$ cat src/rtl/alu_arbiter.sv
// alu_arbiter: shares one combinational ALU between two requesters.
//   Port 0 is the execute stage, port 1 the branch-compare/auxiliary unit.
//   Each port has a valid/ready request channel (operands + opcode) and a
//   valid/ready response channel backed by a single-entry result buffer.
//   Arbitration is round-robin: the loser of a contested cycle wins the next.
//
// Ports:
//   clk, rst_n                   clock (rising edge), async active-low reset
//   req{0,1}_valid/ready         request handshake
//   req{0,1}_a/_b/_op            request operands and ALU opcode
//   rsp{0,1}_valid/ready         response handshake
//   rsp{0,1}_result              buffered ALU result
//   alu_srca/alu_srcb/alu_op     drive to the shared ALU
//   alu_result                   combinational result from the ALU
module alu_arbiter #(
    parameter int unsigned DATA_WIDTH    = 32,
    parameter int unsigned OPCODE_LENGTH = 4
) (
    input  logic                     clk,
    input  logic                     rst_n,

    input  logic                     req0_valid,
    output logic                     req0_ready,
    input  logic [DATA_WIDTH-1:0]    req0_a,
    input  logic [DATA_WIDTH-1:0]    req0_b,
    input  logic [OPCODE_LENGTH-1:0] req0_op,
    output logic                     rsp0_valid,
    input  logic                     rsp0_ready,
    output logic [DATA_WIDTH-1:0]    rsp0_result,

    input  logic                     req1_valid,
    output logic                     req1_ready,
    input  logic [DATA_WIDTH-1:0]    req1_a,
    input  logic [DATA_WIDTH-1:0]    req1_b,
    input  logic [OPCODE_LENGTH-1:0] req1_op,
    output logic                     rsp1_valid,
    input  logic                     rsp1_ready,
    output logic [DATA_WIDTH-1:0]    rsp1_result,

    output logic [DATA_WIDTH-1:0]    alu_srca,
    output logic [DATA_WIDTH-1:0]    alu_srcb,
    output logic [OPCODE_LENGTH-1:0] alu_op,
    input  logic [DATA_WIDTH-1:0]    alu_result
);

    // Round-robin pointer: the port favoured when both are eligible.
    logic rr;
    logic elig0, elig1;
    logic grant0, grant1;

    // A port may accept when its buffer is empty or is draining this cycle.
    assign elig0 = req0_valid & (~rsp0_valid | rsp0_ready);
    assign elig1 = req1_valid & (~rsp1_valid | rsp1_ready);

    // Gating with rst_n keeps ready and the ALU drive at zero during reset.
    assign grant0 = rst_n & elig0 & (~elig1 | ~rr);
    assign grant1 = rst_n & elig1 & (~elig0 |  rr);

    assign req0_ready = grant0;
    assign req1_ready = grant1;

    always_comb begin
        alu_srca = '0;
        alu_srcb = '0;
        alu_op   = '0;
        if (grant0) begin
            alu_srca = req0_a;
            alu_srcb = req0_b;
            alu_op   = req0_op;
        end else if (grant1) begin
            alu_srca = req1_a;
            alu_srcb = req1_b;
            alu_op   = req1_op;
        end
    end

    always_ff @(posedge clk or negedge rst_n) begin
        if (!rst_n) begin
            rr <= 1'b0;
        end else if (grant0) begin
            rr <= 1'b1;
        end else if (grant1) begin
            rr <= 1'b0;
        end
    end

    // A new grant reloads the buffer even while it drains, so back-to-back
    // results flow without a bubble.
    always_ff @(posedge clk or negedge rst_n) begin
        if (!rst_n) begin
            rsp0_valid  <= 1'b0;
            rsp0_result <= '0;
        end else if (grant0) begin
            rsp0_valid  <= 1'b1;
            rsp0_result <= alu_result;
        end else if (rsp0_ready) begin
            rsp0_valid  <= 1'b0;
        end
    end

    always_ff @(posedge clk or negedge rst_n) begin
        if (!rst_n) begin
            rsp1_valid  <= 1'b0;
            rsp1_result <= '0;
        end else if (grant1) begin
            rsp1_valid  <= 1'b1;
            rsp1_result <= alu_result;
        end else if (rsp1_ready) begin
            rsp1_valid  <= 1'b0;
        end
    end

endmodule

$ cat config.mk
export PLATFORM = sky130hd
export DESIGN_NAME = alu_arbiter
export DESIGN_NICKNAME = d
export VERILOG_FILES = /design/src/rtl/alu_arbiter.sv
export SDC_FILE = /design/constraint.sdc
export NUM_CORES = 1
export LEC_CHECK = 0
export CORE_AREA = 2 2 122 124
export CTS_CLUSTER_SIZE = 30
export DETAILED_ROUTE_END_ITERATION = 10
export DIE_AREA = 0 0 124 126
export PLACE_DENSITY_LB_ADDON = 0.2
export REMOVE_ABC_BUFFERS = 1
export SYNTH_ARGS = -nofsm -noshare
export SYNTH_HDL_FRONTEND = slang
export SYNTH_SLANG_ARGS = --single-unit
$ cat constraint.sdc
create_clock -name clk -period 4 [get_ports clk]
set_input_delay 0.8 -clock clk [delete_from_list [all_inputs] [get_ports clk]]
set_output_delay 0.8 -clock clk [all_outputs]
set_load 0.005 [all_outputs]
==> impl_metrics.ini, run 1 <==
[power]
p_seq_share_pct = 33.4
power_density_mw_per_mm2 = 401
power_frac_clock_pct = 26.9
ir_drop_v = 0.000350
combPwrFrac_pct = 39.7
internal_power_mw = 2.15
swShare_pct = 25.7
p_leak_nw = 2.87
p_switching_mw = 0.743

[floorplan]
fp.dieW_um = 124
io_pins = 310
core-area_mm2 = 0.0143
die-height_um = 126
start_util_pct = 25.4
row_count = 44
die-area_mm2 = 0.0156

[clock_tree]
cts_resized = 0
postCtsSetupBuffers = 0
cts_tree = built
clk_latency_ns = 0.33
cts_hold_buf = 0
cts_sinks = 67
clockRootBuffer = clkbuf_16
clkTransAtPathRegs_ns = 0.05
cts_buffer_depth = 2
cts_made_buffers = 9
htreeDepth = 3

[yosys]
ys_top_cells_by_count = nand2_1, o22ai_1, dfrtp_1, mux2_2, clkbuf_1
netlist-cell-type-count = 19
async_flop_share_pct = 100
yosys-top-cells-area = dfrtp_1, mux2_2, nand2_1
synth.cell_area_mm2 = 0.00364
yosysTopAreaCell = dfrtp_1
ys.flop_type = dfrtp_1
synthCells = 389
syn_avg_cell_area_um2 = 9.35
synth_top_area_share_pct = 46.1
synth_most_common_cell = nand2_1
yosys_warnings = 0
synth_seq_cells = 67
synth_edf_count = 0
ys_seq_area_share_pct = 46.1

[grt]
overflow = 0
grt_max_degree = 69
grt.total_usage_pct = 18.0
grt_pass1_vias = 3981
grt_pass1_wl_um = 21500
antenna_found_initial = 2

[route]
drt_iter0_drc = 122
postRouteWirelength_um = 14700
ant_nets = 0
drt_first_pass_iters = 4
post-route-drc-count = 0
vias = 4060
routedWlPerCell_um = 16.9
viasPerCell = 4.66

[setup_path]
crit_fanout = 68
critPathTopFamily = buffers and inverters
arrival_ns = 2.79
critical_path_buf_inv_count = 3
cp-start-kind = primary input
cp_common_cell = clkdlybuf4s50_1
slowest_stage = clkdlybuf4s50_1
crit_type = primary input to primary output
path_cells = clkdlybuf4s50_1 -> nor2b_1 -> a211o_2 -> buf_12 -> o22ai_1 -> clkdlybuf4s50_1
end_kind = primary output
critPathRequiredTime_ns = 3.20
cpPeakStageDelay_ns = 0.55

[worst_hold_path]
worstHoldPathType = primary input to asynchronous set/reset pin

[outcome]
status = complete, no violations

[final_layout]
synthToLayoutAreaGrowth_pct = 98.2
final_area_mm2 = 0.00721
nets = 856
final_layout_size_suffix_gt1_share_pct = 12.0

[sta]
relSlewSlack_pct = 62.6
fmax_mhz = 279
setup_violations = 0
slew_violations = 0
rsz0062_at_grt = false
tns_ns = 0
finalHoldViolCount = 0
timing.final.crit_share_pct = 89.6
fin_crit_ns = 3.59
skew_ns = 0.00285
worst_pin_slew_ns = 0.561

[job]
max_cap_violations = 0

[placement]
dp_hpwl_um = 11400
io_buffers = 309
placed_area_mm2 = 0.00691
gp_congestion = 0.826
cells by family (layout without fill, tap and decap cells):
| family | after synthesis | in the layout | share of synthesized area, % |
|---|---|---|---|
| and+or+nand+nor | 145 | 145 | 15.3 |
| AOI/OAI and AO/OA | 74 | 74 | 13.5 |
| DFF | 67 | 67 | 46.1 |
| muxes | 64 | 64 | 19.8 |
| buffers and inverters | 39 | 336 | 5.30 |
| other | 0 | 2 | 0 |
cells in the final DEF, fill, tap and decap left out, drive strengths merged:
master,count
a211o,1
a211oi,1
and2,1
buf,11
bufinv,1
clkbuf,13
clkdlybuf4s50,308
clkinv,1
dfrtp,67
diode,2
inv,2
mux2,64
nand2,140
nand2b,1
nor2b,2
o211ai,2
o21ai,2
o22ai,68
or2,1
stage by stage:
stage	hold slack [ns]	util, %	setup slack (ns)	total power [mW]	cells
detailed placement	0.474	48.3	0.399	2.13	855
global placement	0.467	48.3	0.398	2.12	855
CTS	0.337	50.3	0.392	2.93	870
global route	0.344	50.3	0.302	3.06	872
finish	0.339	50.3	0.415	2.89	872
floorplan	0.473	-	0.637	1.31	352
registers in the layout, summed over array words and instances (netlist names):
signal,flops
rsp1_valid,1
rsp0_result,32
rsp0_valid,1
rsp1_result,32
rr,1
power groups by stage:
stage	combinational (mW)	sequential [mW]	clock, mW
floorplan	0.324	0.981	0
global placement	1.15	0.961	0
detailed placement	1.16	0.973	0
CTS	1.17	0.968	0.800
global route	1.24	0.992	0.832
finish	1.15	0.965	0.777
routing by layer:
metal,global-route usage (%),share of wire [%],up-vias
li1,-,-,1936
met2,30.9,50,183
met3,7.70,12,21
met5,0,0,-
met4,7.47,2.6,0
met1,19.2,36,1920
cell type report:
| type | count | area (um^2) |
|---|---|---|
| clock inverters | 2 | 35.0 |
| multi-input cells | 283 | 1790 |
| repair buffers | 319 | 3210 |
| flip-flops and latches | 67 | 1680 |
| fillers | 1326 | 7110 |
| inverters | 2 | 7.51 |
| well taps | 184 | 230 |
| clock buffers | 13 | 260 |
| diodes | 2 | 5.00 |
path summary, 6_finish.rpt:
check | startpoint | endpoint | slack [ns] | cells after the start
hold reg to reg | rsp1_result[22] | rsp1_result[22] | 0.48 | 1
setup reg to reg | rsp1_valid | rsp1_result[11] | 2.06 | 5
min in group clk | rsp1_result[22] | rsp1_result[22] | 0.48 | 1
hold / removal | rst_n | rsp1_result[18] | 0.34 | 1
max in group asynchronous | rst_n | rsp1_result[0] | 2.67 | 3
setup / recovery | req0_valid | alu_srcb[30] | 0.41 | 6
(Power assumes the default switching activity.)
==> run 2, diff against run 1 <==
Settings changed: CORE_AREA 2 2 122 124 to 2 2 119 121, DIE_AREA 0 0 124 126 to 0 0 121 123.
Clock period 4 ns to 3 ns, I/O delays scaled along.
==> impl_metrics.ini, run 2 (same netlist as run 1, synthesis figures left out) <==
[final_layout]
synthToLayoutAreaGrowth_pct = 104
reg_top3 = rsp0_result x32, rsp1_result x32
final_area_mm2 = 0.00743
nets = 867
diodes = 0
final_cells = 878
final_cell_mix = clkdlybuf4s50_1, nand2_1, dfrtp_1, o22ai_1, mux2_2
final_layout_size_suffix_gt1_share_pct = 14.6
final_common_cell = clkdlybuf4s50_1
final_util_pct = 54.6

[power]
p_leak_nw = 3.47
combPwrFrac_pct = 38.0
ir_drop_v = 0.000583
p_switching_mw = 1.04
internal_power_mw = 3.00
swShare_pct = 25.7
power_frac_clock_pct = 30.2
power_density_mw_per_mm2 = 545
p_total_mw = 4.04
p_seq_share_pct = 31.9

[placement]
dp_cells = 860
gp_congestion = 0.857
io_buffers = 309
pre_cts_slack_ns = -0.0561
dp_hpwl_um = 11400
placed_area_mm2 = 0.00699

[sta]
tns_ns = 0
whs_ns = 0.168
fin_crit_ns = 2.95
fmax_mhz = 339
setup_violations = 0
timing.final.crit_share_pct = 98.2
worst_pin_slew_ns = 0.485
relSlewSlack_pct = 67.7
finalHoldViolCount = 0
worst_slack_ns = 0.0543
skew_ns = 0.00638
slew_violations = 0

[clock_tree]
cts_tree = built
clockRootBuffer = clkbuf_16
cts_buffer_depth = 2
clkTransAtPathRegs_ns = 0.05
htreeDepth = 3
cts_made_buffers = 9
clk_latency_ns = 0.33
cts_sinks = 67

[job]
max_cap_violations = 0

[route]
routedWlPerCell_um = 17.3
drt_iter0_drc = 211
vias = 4114
ant_nets = 0
viasPerCell = 4.69
post-route-drc-count = 0
drt_first_pass_iters = 4
postRouteWirelength_um = 15100

[setup_path]
cp-start-kind = primary input
end_kind = primary output
critPathRequiredTime_ns = 2.40
crit_type = primary input to primary output
crit_fanout = 16
arrival_ns = 2.35

[floorplan]
io_pins = 310
core-area_mm2 = 0.0136
start_util_pct = 26.7
die-area_mm2 = 0.0149
die-height_um = 123
fp.dieW_um = 121
row_count = 43

[grt]
overflow = 0
grt.total_usage_pct = 19.1
antenna_found_initial = 0
grt_pass1_wl_um = 22300
grt_pass1_vias = 4056
grt_max_degree = 53

[worst_hold_path]
worstHoldPathType = primary input to asynchronous set/reset pin

[outcome]
status = complete, no violations
run 2: path summary, 6_finish.rpt:
| kind | start | to | slack (ns) | cells past startpoint |
|---|---|---|---|---|
| worst min register to register | rsp1_result[14] | rsp1_result[14] | 0.48 | 1 |
| max in group asynchronous | rst_n | rsp0_result[12] | 2.19 | 2 |
| worst max register to register | rsp1_valid | rsp1_result[20] | 1.02 | 5 |
| min in group clk | rsp1_result[14] | rsp1_result[14] | 0.48 | 1 |
| worst min-delay path | rst_n | rr | 0.17 | 1 |
| worst max-delay path | req0_valid | alu_srcb[29] | 0.05 | 6 |
run 2: routing by layer:
layer	share of wire (%)	vias up	track usage, %
li1	-	1961	-
met1	38	1930	22.1
met2	49	200	32.9
met3	10	23	6.78
met4	2.6	0	6.47
met5	0	-	0
run 2: final cells by class:
type | count | area [um^2]
flip-flops and latches | 67 | 1680
well taps | 180 | 225
multi-input cells | 283 | 1830
clock buffers | 10 | 239
inverters | 2 | 7.51
repair buffers | 330 | 3340
clock inverters | 6 | 113
fillers | 1240 | 6190
run 2: repair_timing:
action / 4_1_cts / 5_1_grt
hold buffers: 0 / 0
setup endpoints to repair: 49 / 25
gates cloned: 0 / 1
gates resized for setup: 44 / 29
buffers inserted: 0 / 1
pin swaps: 0 / 1
run 2: critical path, cell delays in order:
cell,delay [ns]
clkdlybuf4s50_1,0.42
nor2b_1,0.16
a211o_4,0.35
buf_6,0.17
o22ai_1,0.12
clkdlybuf4s50_1,0.52
run 2: power groups by stage:
stage	clock [mW]	sequential, mW	combinational, mW
floorplan	0	1.31	0.432
CTS	1.24	1.29	1.54
finish	1.22	1.29	1.54
global placement	0	1.29	1.55
detailed placement	0	1.30	1.57
global route	1.29	1.32	1.66
